===== src/rtl/arith_issue_ctrl.sv =====
//------------------------------------------------------------------------------
// arith_issue_ctrl : queues arithmetic commands, issues them to Arithmetic_Unit,
// returns results in order. Option macro: ARITH_ISSUE_DIVZERO_CHK_EN. Rev 1.0
//------------------------------------------------------------------------------
`default_nettype none

module arith_issue_ctrl #(
  parameter int OPCODE_L   = 2,
  parameter int OPERAND_L  = 32,
  parameter int RES_L      = 32,
  parameter int AU_LATENCY = 1,
  parameter int DEPTH      = 4
) (
  input  logic                 clk,
  input  logic                 rst,
  input  logic                 cmd_valid,
  output logic                 cmd_ready,
  input  logic [OPCODE_L-1:0]  cmd_opcode,
  input  logic [OPERAND_L-1:0] cmd_op1,
  input  logic [OPERAND_L-1:0] cmd_op2,
  output logic [OPCODE_L-1:0]  au_opcode,
  output logic [OPERAND_L-1:0] au_operand1,
  output logic [OPERAND_L-1:0] au_operand2,
  input  logic [RES_L-1:0]     au_result,
  output logic                 rsp_valid,
  input  logic                 rsp_ready,
  output logic [RES_L-1:0]     rsp_result,
  output logic [OPCODE_L-1:0]  rsp_opcode,
  output logic                 rsp_err,
  output logic                 busy
);

  localparam int AW = $clog2(DEPTH);
  localparam int CW = $clog2(DEPTH + 1);
  localparam int LW = $clog2(AU_LATENCY + 1);
  localparam logic [CW-1:0]       C_DEPTH  = CW'(DEPTH);
  localparam logic [LW-1:0]       C_LAT    = LW'(AU_LATENCY);
  localparam logic [OPCODE_L-1:0] C_OP_DIV = {OPCODE_L{1'b1}};

  typedef enum logic [1:0] {
    S_IDLE = 2'd0,
    S_WAIT = 2'd1,
    S_RESP = 2'd2
  } state_t;

  state_t r_state, w_next;

  logic [OPCODE_L-1:0]  r_mem_op [DEPTH];
  logic [OPERAND_L-1:0] r_mem_a  [DEPTH];
  logic [OPERAND_L-1:0] r_mem_b  [DEPTH];
  logic [AW-1:0]        r_wptr, r_rptr;
  logic [CW-1:0]        r_count;
  logic [LW-1:0]        r_cnt;

  logic [OPCODE_L-1:0]  r_au_opcode;
  logic [OPERAND_L-1:0] r_au_op1, r_au_op2;
  logic [RES_L-1:0]     r_rsp_result;
  logic [OPCODE_L-1:0]  r_rsp_opcode;

  logic                 w_push, w_pop, w_issue, w_capture;
  logic                 w_empty, w_full, w_head_dz;
  logic [OPCODE_L-1:0]  w_head_op;
  logic [OPERAND_L-1:0] w_head_a, w_head_b;

  assign w_empty   = (r_count == '0);
  assign w_full    = (r_count == C_DEPTH);
  // Ready depends only on occupancy, never on a same-cycle pop.
  assign cmd_ready = ~rst & ~w_full;
  assign w_push    = cmd_valid & cmd_ready;

  assign w_head_op = r_mem_op[r_rptr];
  assign w_head_a  = r_mem_a[r_rptr];
  assign w_head_b  = r_mem_b[r_rptr];

`ifdef ARITH_ISSUE_DIVZERO_CHK_EN
  logic r_rsp_err;
  assign w_head_dz = (w_head_op == C_OP_DIV) && (w_head_b == '0);
  assign rsp_err   = r_rsp_err;
`else
  assign w_head_dz = 1'b0;
  assign rsp_err   = 1'b0;
`endif

  always_ff @(posedge clk) begin
    if (w_push) begin
      r_mem_op[r_wptr] <= cmd_opcode;
      r_mem_a[r_wptr]  <= cmd_op1;
      r_mem_b[r_wptr]  <= cmd_op2;
    end
  end

  always_ff @(posedge clk or posedge rst) begin
    if (rst) begin
      r_wptr  <= '0;
      r_rptr  <= '0;
      r_count <= '0;
    end else begin
      if (w_push) r_wptr <= r_wptr + AW'(1);
      if (w_pop)  r_rptr <= r_rptr + AW'(1);
      case ({w_push, w_pop})
        2'b10:   r_count <= r_count + CW'(1);
        2'b01:   r_count <= r_count - CW'(1);
        default: r_count <= r_count;
      endcase
    end
  end

  always_ff @(posedge clk or posedge rst) begin
    if (rst) r_state <= S_IDLE;
    else     r_state <= w_next;
  end

  always_comb begin
    w_next    = r_state;
    w_pop     = 1'b0;
    w_issue   = 1'b0;
    w_capture = 1'b0;
    case (r_state)
      S_IDLE: begin
        if (!w_empty) begin
          w_pop   = 1'b1;
          w_issue = ~w_head_dz;
          w_next  = w_head_dz ? S_RESP : S_WAIT;
        end
      end
      S_WAIT: begin
        if (r_cnt == C_LAT) begin
          w_capture = 1'b1;
          w_next    = S_RESP;
        end
      end
      S_RESP: begin
        if (rsp_ready) begin
          if (!w_empty) begin
            w_pop   = 1'b1;
            w_issue = ~w_head_dz;
            w_next  = w_head_dz ? S_RESP : S_WAIT;
          end else begin
            w_next = S_IDLE;
          end
        end
      end
      default: w_next = S_IDLE;
    endcase
  end

  always_ff @(posedge clk or posedge rst) begin
    if (rst) begin
      r_au_opcode  <= '0;
      r_au_op1     <= '0;
      r_au_op2     <= '0;
      r_cnt        <= '0;
      r_rsp_result <= '0;
      r_rsp_opcode <= '0;
`ifdef ARITH_ISSUE_DIVZERO_CHK_EN
      r_rsp_err    <= 1'b0;
`endif
    end else begin
      if (w_issue) begin
        r_au_opcode <= w_head_op;
        r_au_op1    <= w_head_a;
        r_au_op2    <= w_head_b;
        r_cnt       <= LW'(1);
      end else if (r_state == S_WAIT && !w_capture) begin
        r_cnt <= r_cnt + LW'(1);
      end
      if (w_capture) begin
        r_rsp_result <= au_result;
        r_rsp_opcode <= r_au_opcode;
`ifdef ARITH_ISSUE_DIVZERO_CHK_EN
        r_rsp_err    <= 1'b0;
`endif
      end
`ifdef ARITH_ISSUE_DIVZERO_CHK_EN
      // Divide-by-zero is answered locally; the unit never sees it.
      if (w_pop && w_head_dz) begin
        r_rsp_result <= '1;
        r_rsp_opcode <= C_OP_DIV;
        r_rsp_err    <= 1'b1;
      end
`endif
    end
  end

  assign au_opcode   = r_au_opcode;
  assign au_operand1 = r_au_op1;
  assign au_operand2 = r_au_op2;
  assign rsp_valid   = (r_state == S_RESP);
  assign rsp_result  = r_rsp_result;
  assign rsp_opcode  = r_rsp_opcode;
  assign busy        = (r_state != S_IDLE) || !w_empty;

endmodule

`default_nettype wire


===== config.mk =====
export PLATFORM = sky130hd
export DESIGN_NAME = arith_issue_ctrl
export DESIGN_NICKNAME = d
export VERILOG_FILES = /design/src/rtl/arith_issue_ctrl.sv
export SDC_FILE = /design/constraint.sdc
export NUM_CORES = 1
export LEC_CHECK = 0
export BUFFER_PORTS_ARGS = -buffer_cell sky130_fd_sc_hd__buf_2
export CAP_MARGIN = 20
export CORE_MARGIN = 2
export CORE_UTILIZATION = 50
export CTS_BUF_LIST = sky130_fd_sc_hd__clkbuf_16
export CTS_CLUSTER_DIAMETER = 30
export DETAILED_ROUTE_END_ITERATION = 7
export GPL_ROUTABILITY_DRIVEN = 0
export PLACE_DENSITY_LB_ADDON = 0.3
export SYNTH_ARGS = -nofsm -noshare
export SYNTH_HDL_FRONTEND = slang
export SYNTH_SLANG_ARGS = --single-unit

===== constraint.sdc =====
create_clock -name clk -period 7.7 [get_ports clk]
set_clock_uncertainty 0.05 [all_clocks]
set_input_delay 0.77 -clock clk [delete_from_list [all_inputs] [get_ports clk]]
set_output_delay 0.77 -clock clk [all_outputs]
set_load 0.01 [all_outputs]

Yosys cells after proc, flatten, opt, wreduce, memory -nomap -nowiden
Memories as Yosys holds them, arrays and structs flattened. A register that Yosys moved wholly into a read port is not among the register bits. Index checks and enable logic that the tools add are counted.

Output and inout port bits: 104. Memories: 3. Register bits after elaboration: 44. Memory bits (writable): 264. Logic and storage cells: 52. Input bits: 102.

Equal/unequal tests: 8. Mux-type cells: 15. Bitwise operators: 4. Add/subtract/negate cells: 5. Reduce and logical (&&, ||, !) cells: 10.

Memories: r_mem_a (depth 4, bits a word 32, read ports 1, clocked after memory_dff 1, wr ports 1, line 49) `logic [OPERAND_L-1:0] r_mem_a [DEPTH];`; r_mem_b (depth 4, bits a word 32, read ports 1, clocked after memory_dff 1, wr ports 1, line 50) `logic [OPERAND_L-1:0] r_mem_b [DEPTH];`; r_mem_op (depth 4, bits a word 2, read ports 1, clocked after memory_dff 1, wr ports 1, line 48) `logic [OPCODE_L-1:0] r_mem_op [DEPTH];`.

Operator list (number): 1-bit 2-to-1 mux (9); 2-bit 2-to-1 mux (3); 2-bit one-hot mux with 3 select lines (1); 3-bit one-hot mux with 2 select lines (1); 2-bit nonzero test (3); 2-bit by 1-bit adder with 2-bit output, second input constant (2); 2-bit by 1-bit == test with 1-bit output, second input constant (2); 2-bit == test, second input constant (2); 2-bit inequality test, second input constant (2); 3-bit by 1-bit adder with 3-bit output, second input constant (1); 3-bit == test, second input constant (1); 3-bit zero test (1); 3-bit AND reduction (1); 3-bit by 1-bit subtractor with 3-bit output, second input constant (1); 1-bit AND (2); 1-bit zero test (2); 2-bit zero test (1); 2-bit by 1-bit inequality test with 1-bit output, second input constant (1); 1-bit NOT (2); 1-bit one-hot mux with 2 select lines (1); 1-bit adder, second input constant (1); 1-bit logical AND (1); 1-bit logical OR (1).

Longest topological paths before layout
Depth after elaboration: 6. Gate-level depth with buffers: 8. Mapped depth without buffers: 8.

Worst setup path after synthesis
Ideal clock, no wire load.

Kind: input -> register. Start point: input port rst. End point: memory r_mem_a[0][0], enable pin. Path slack: 4388 ps. Required time: 7219 ps. Buffers on the path: 0. Cell stages on the path: 3. Arrival time: 2831 ps. Setup time: 431 ps. Cell sequence: nand2b_1 a21oi_1 and2_1.

Longest elaborated chain between the ends: 5.

Ends and longest elaborated chain: from (decl) (line 15) `input logic rst,`; 1-bit NOT (line 68) `assign cmd_ready = ~rst & ~w_full;`; 1-bit AND (line 68); 1-bit AND (line 69) `assign w_push = cmd_valid & cmd_ready;`; 1-bit 2-to-1 mux (line 85) `if (w_push) begin`; 1-bit 2-to-1 mux (implied by the code) (line 87) `r_mem_a[r_wptr] <= cmd_op1;`; to (decl) (line 49).

No other way between the ends.

Final worst setup path
Start point: register r_count[0]. End point: register r_au_op1[22] (netlist: au_operand1[22]), read port of r_mem_a.

Longest elaborated chain between the ends: 4.

Ends and longest elaborated chain: from (decl) (line 52) `logic [CW-1:0] r_count;`; from (signal assigned) (line 101) `2'b10: r_count <= r_count + CW'(1);`; from (signal assigned) (line 102) `2'b01: r_count <= r_count - CW'(1);`; from (signal assigned) (line 103) `default: r_count <= r_count;`; 3-bit zero test (*) (line 65) `assign w_empty = (r_count == '0);`; 1-bit 2-to-1 mux (*) (line 120, 134); 1-bit 2-to-1 mux (line 133) `if (rsp_ready) begin`; 1-bit one-hot mux with 2 select lines (*) (line 118) `case (r_state)`; to (decl) (line 56) `logic [OPERAND_L-1:0] r_au_op1, r_au_op2;`.

Mark *: on every way between the ends. The rest lies on a longest branch, timed or not. A chain may end at the register's enable or synchronous reset.

==> results.cfg <==
[status]
status = completed

[route]
drc = 0
drtPass1Iterations = 4
drt-initial-drc-count = 358
antenna_left = 0
avgViaCountPerCell = 5.26
drt_wl_total_um = 26000
vias = 6743
routedWlPerCell_um = 20.3

[synth]
synth_top_area_share_pct = 57.3
yosysUniqueCellTypes = 30
synth_fa_ha_area_share_pct = 0.597
async_flop_share_pct = 29.4
syn-num-nets = 716
syn_area_um2 = 13800
yosys.cell_count.top_type = edfxtp_1
syn_avg_cell_area_um2 = 22.8
synth_compound_area_share_pct = 0.163
synthTopCellsByArea = edfxtp_1 57%, dfrtp_1 20%, mux4_2 11%, mux2_2 6.8%, mux2_4 2.0%
synth_xor_area_share_pct = 0.380
synth-main-ff-cell = edfxtp_1
yosysTopAreaCell = edfxtp_1
synth_edf_count = 264
synth-seq-cells = 374
synth_top_family_by_area = multiplexers
yosysSeqAreaShare_pct = 77.2
synth_mux_area_share_pct = 19.5
yosys.area_share.simple_pct = 0.714
netlist_instances = 608
yosysWarningCount = 0
synth_commonest_cells = 264 x edfxtp_1, 110 x dfrtp_1, 84 x mux2_2

[timing]
finalHoldViolCount = 0
fmax_ghz = 0.347
setup_violations = 0
drv_slew = 0
rsz0062_at_grt = false
tightest_slew_ns = 1.08
min_period_ns = 2.88
max-slew-margin-rel_pct = 28.1
period_share_pct = 37.5
setup_tns_ns = 0

[cts]
cts_tree = yes
clk_pin_slew_worst_paths_ns = 0.05
cts_buffers = 61
cts-resized-gates = 0
cts_num_sinks = 374
clock_latency_ns = 0.57
cts_buffer_depth = 3
cts-root-buf = clkbuf_16
htree_levels = 2
postCtsSetupBuffers = 0
cts_hold_buf = 0

[global_routing]
met3_usage_pct = 4.77
grtUsageMet2_pct = 31.1
grt_max_degree = 68
grt_busiest_layer = met2
grt_usage_pct = 18.3
grt_pass1_vias = 7363
gr-total-overflow = 0
globalRouteMet1Util_pct = 23.1
grt_pass1_wl_um = 40400
antenna_found_initial = 8

[pwr]
leakage_nw = 6.60
peakVddDrop_mv = 0.246
clockPowerShare_pct = 35.8
switching_share_pct = 28.1
internal-power_mw = 5.42
power-per-cell-area_nw_per_um2 = 435
seqPwrFrac_pct = 39.7
p_sw_mw = 2.12
power.total_mw = 7.54
pwr-share-comb_pct = 24.5

[critical_path]
endpoint_kind = flop
cp_data_arrival_time_ns = 3.28
crit_required_ns = 8.09
worstSetupStartpointType = flop
crit_type = flop to flop
crit_fanout = 54

[layout]
area_growth_syn_to_layout_pct = 25.1
fillers = 1833
drive_above_1_share_pct = 54.2
nNetsFinal = 961

[floorplan]
core_region_area_um2 = 27100
io_pins = 206
die_h_um = 170
rows = 60
die_w_um = 170
die_area_um2 = 29000
start_util_pct = 51.1

[run]
maxCapViolations = 0

[place]
hpwlAfterDp_um = 15100
port_buffers = 204

[min_path]
worstHoldPathType = input pin to async pin
cell families (layout without fill, tap and decap cells):
kind of cell,count (synthesis),in the layout
flops,374,374
xor+xnor,6,6
buf+inv,32,330
simple gates,17,17
compound gates,4,4
fa+ha+maj,6,6
mux,168,168
other cells,1,4
critical path, cell delays in order (launching register included):
cell and delay [ns]:
dfrtp_1 0.43, nor3_1 0.13, nor3_4 0.87, buf_4 0.83, mux2_2 0.42
final timing paths:
kind / depth (start not counted) / start / end / slack [ns]
max: 4 / r_count[0]$_DFFE_PP0P_ / au_operand1[22]$_DFFE_PP0P_ / 4.82
min: 2 / rst / r_count[2]$_DFFE_PP0P_ / 0.26
max reg2reg: 4 / r_count[0]$_DFFE_PP0P_ / au_operand1[22]$_DFFE_PP0P_ / 4.82
min reg2reg: 1 / au_operand1[20]$_DFFE_PP0P_ / au_operand1[20]$_DFFE_PP0P_ / 0.45
max in group asynchronous: 3 / rst / au_operand1[22]$_DFFE_PP0P_ / 6.02
min in group clk: 1 / cmd_op2[10] / r_mem_b[1][10]$_DFFE_PP_ / 0.36
power groups by stage:
stage | Sequential (mW) | Combinational, mW | Clock (mW)
3_5_place_dp | 3.04 | 1.88 | 0
2_1_floorplan | 2.98 | 1.33 | 0
5_1_grt | 3.06 | 2.00 | 2.84
6_report | 2.99 | 1.85 | 2.69
3_3_place_gp | 3.01 | 1.82 | 0
4_1_cts | 3.01 | 1.89 | 2.74
layer usage:
| metal | vias to the layer above | wire [µm] | part of all wire (%) |
|---|---|---|---|
| met1 | 3461 | 10600 | 41 |
| met2 | 260 | 12900 | 50 |
| li1 | 2950 | - | - |
| met3 | 62 | 1830 | 7.0 |
| met5 | - | 51 | 0.20 |
| met4 | 10 | 560 | 2.2 |
registers in the layout (all words and copies together), names as in the netlist, 3 cells and up:
name         cells
r_mem_a        128
au_operand1     32
au_operand2     32
r_mem_b        128
rsp_result      32
r_count          3
r_mem_op         8
through the flow:
step	instance area (µm²)	instances	hold WS (ns)	util [%]	worst slack, ns
2_1_floorplan	13800	608	0.412	-	3.98
3_3_place_gp	15200	1162	0.428	56.1	4.55
3_5_place_dp	15200	1162	0.440	56.1	4.43
4_1_cts	17300	1278	0.287	63.9	4.73
5_1_grt	17300	1279	0.322	63.9	4.61
6_report	17300	1281	0.264	63.9	4.82
cell type report:
class                      count  area (µm²)  share of cell area [%]
inverter                       6        25.0                   0.144
antenna                        3        7.51                  0.0433
clock inverter                54         554                    3.20
sequential                   374       10700                    61.7
tap                          372         465                    2.69
multi-input combinational    202        2980                    17.2
timing repair buffer         208        1050                    6.07
clock buffer                  62        1550                    8.96
placed cells by master, fill, tap and decap left out, types with 3 or more instances in the layout:
| master | synthesis | routed |
|---|---|---|
| inv_6 | 0 | 7 |
| mux2_4 | 18 | 18 |
| mux2_2 | 84 | 84 |
| xor2_1 | 3 | 3 |
| edfxtp_1 | 264 | 264 |
| clkinv_2 | 0 | 10 |
| and2_4 | 0 | 4 |
| dfrtp_1 | 110 | 108 |
| inv_8 | 0 | 5 |
| clkinv_4 | 0 | 9 |
| clkinvlp_4 | 0 | 5 |
| mux4_2 | 66 | 66 |
| clkbuf_16 | 0 | 62 |
| bufinv_16 | 0 | 7 |
| buf_2 | 16 | 204 |
| nor2_1 | 3 | 3 |
| buf_4 | 2 | 4 |
| xnor2_1 | 3 | 3 |
| diode_2 | 0 | 3 |
| clkinv_1 | 0 | 6 |
| ha_1 | 5 | 5 |
| inv_1 | 6 | 8 |
Note: power is estimated with default switching activity, not from simulation.
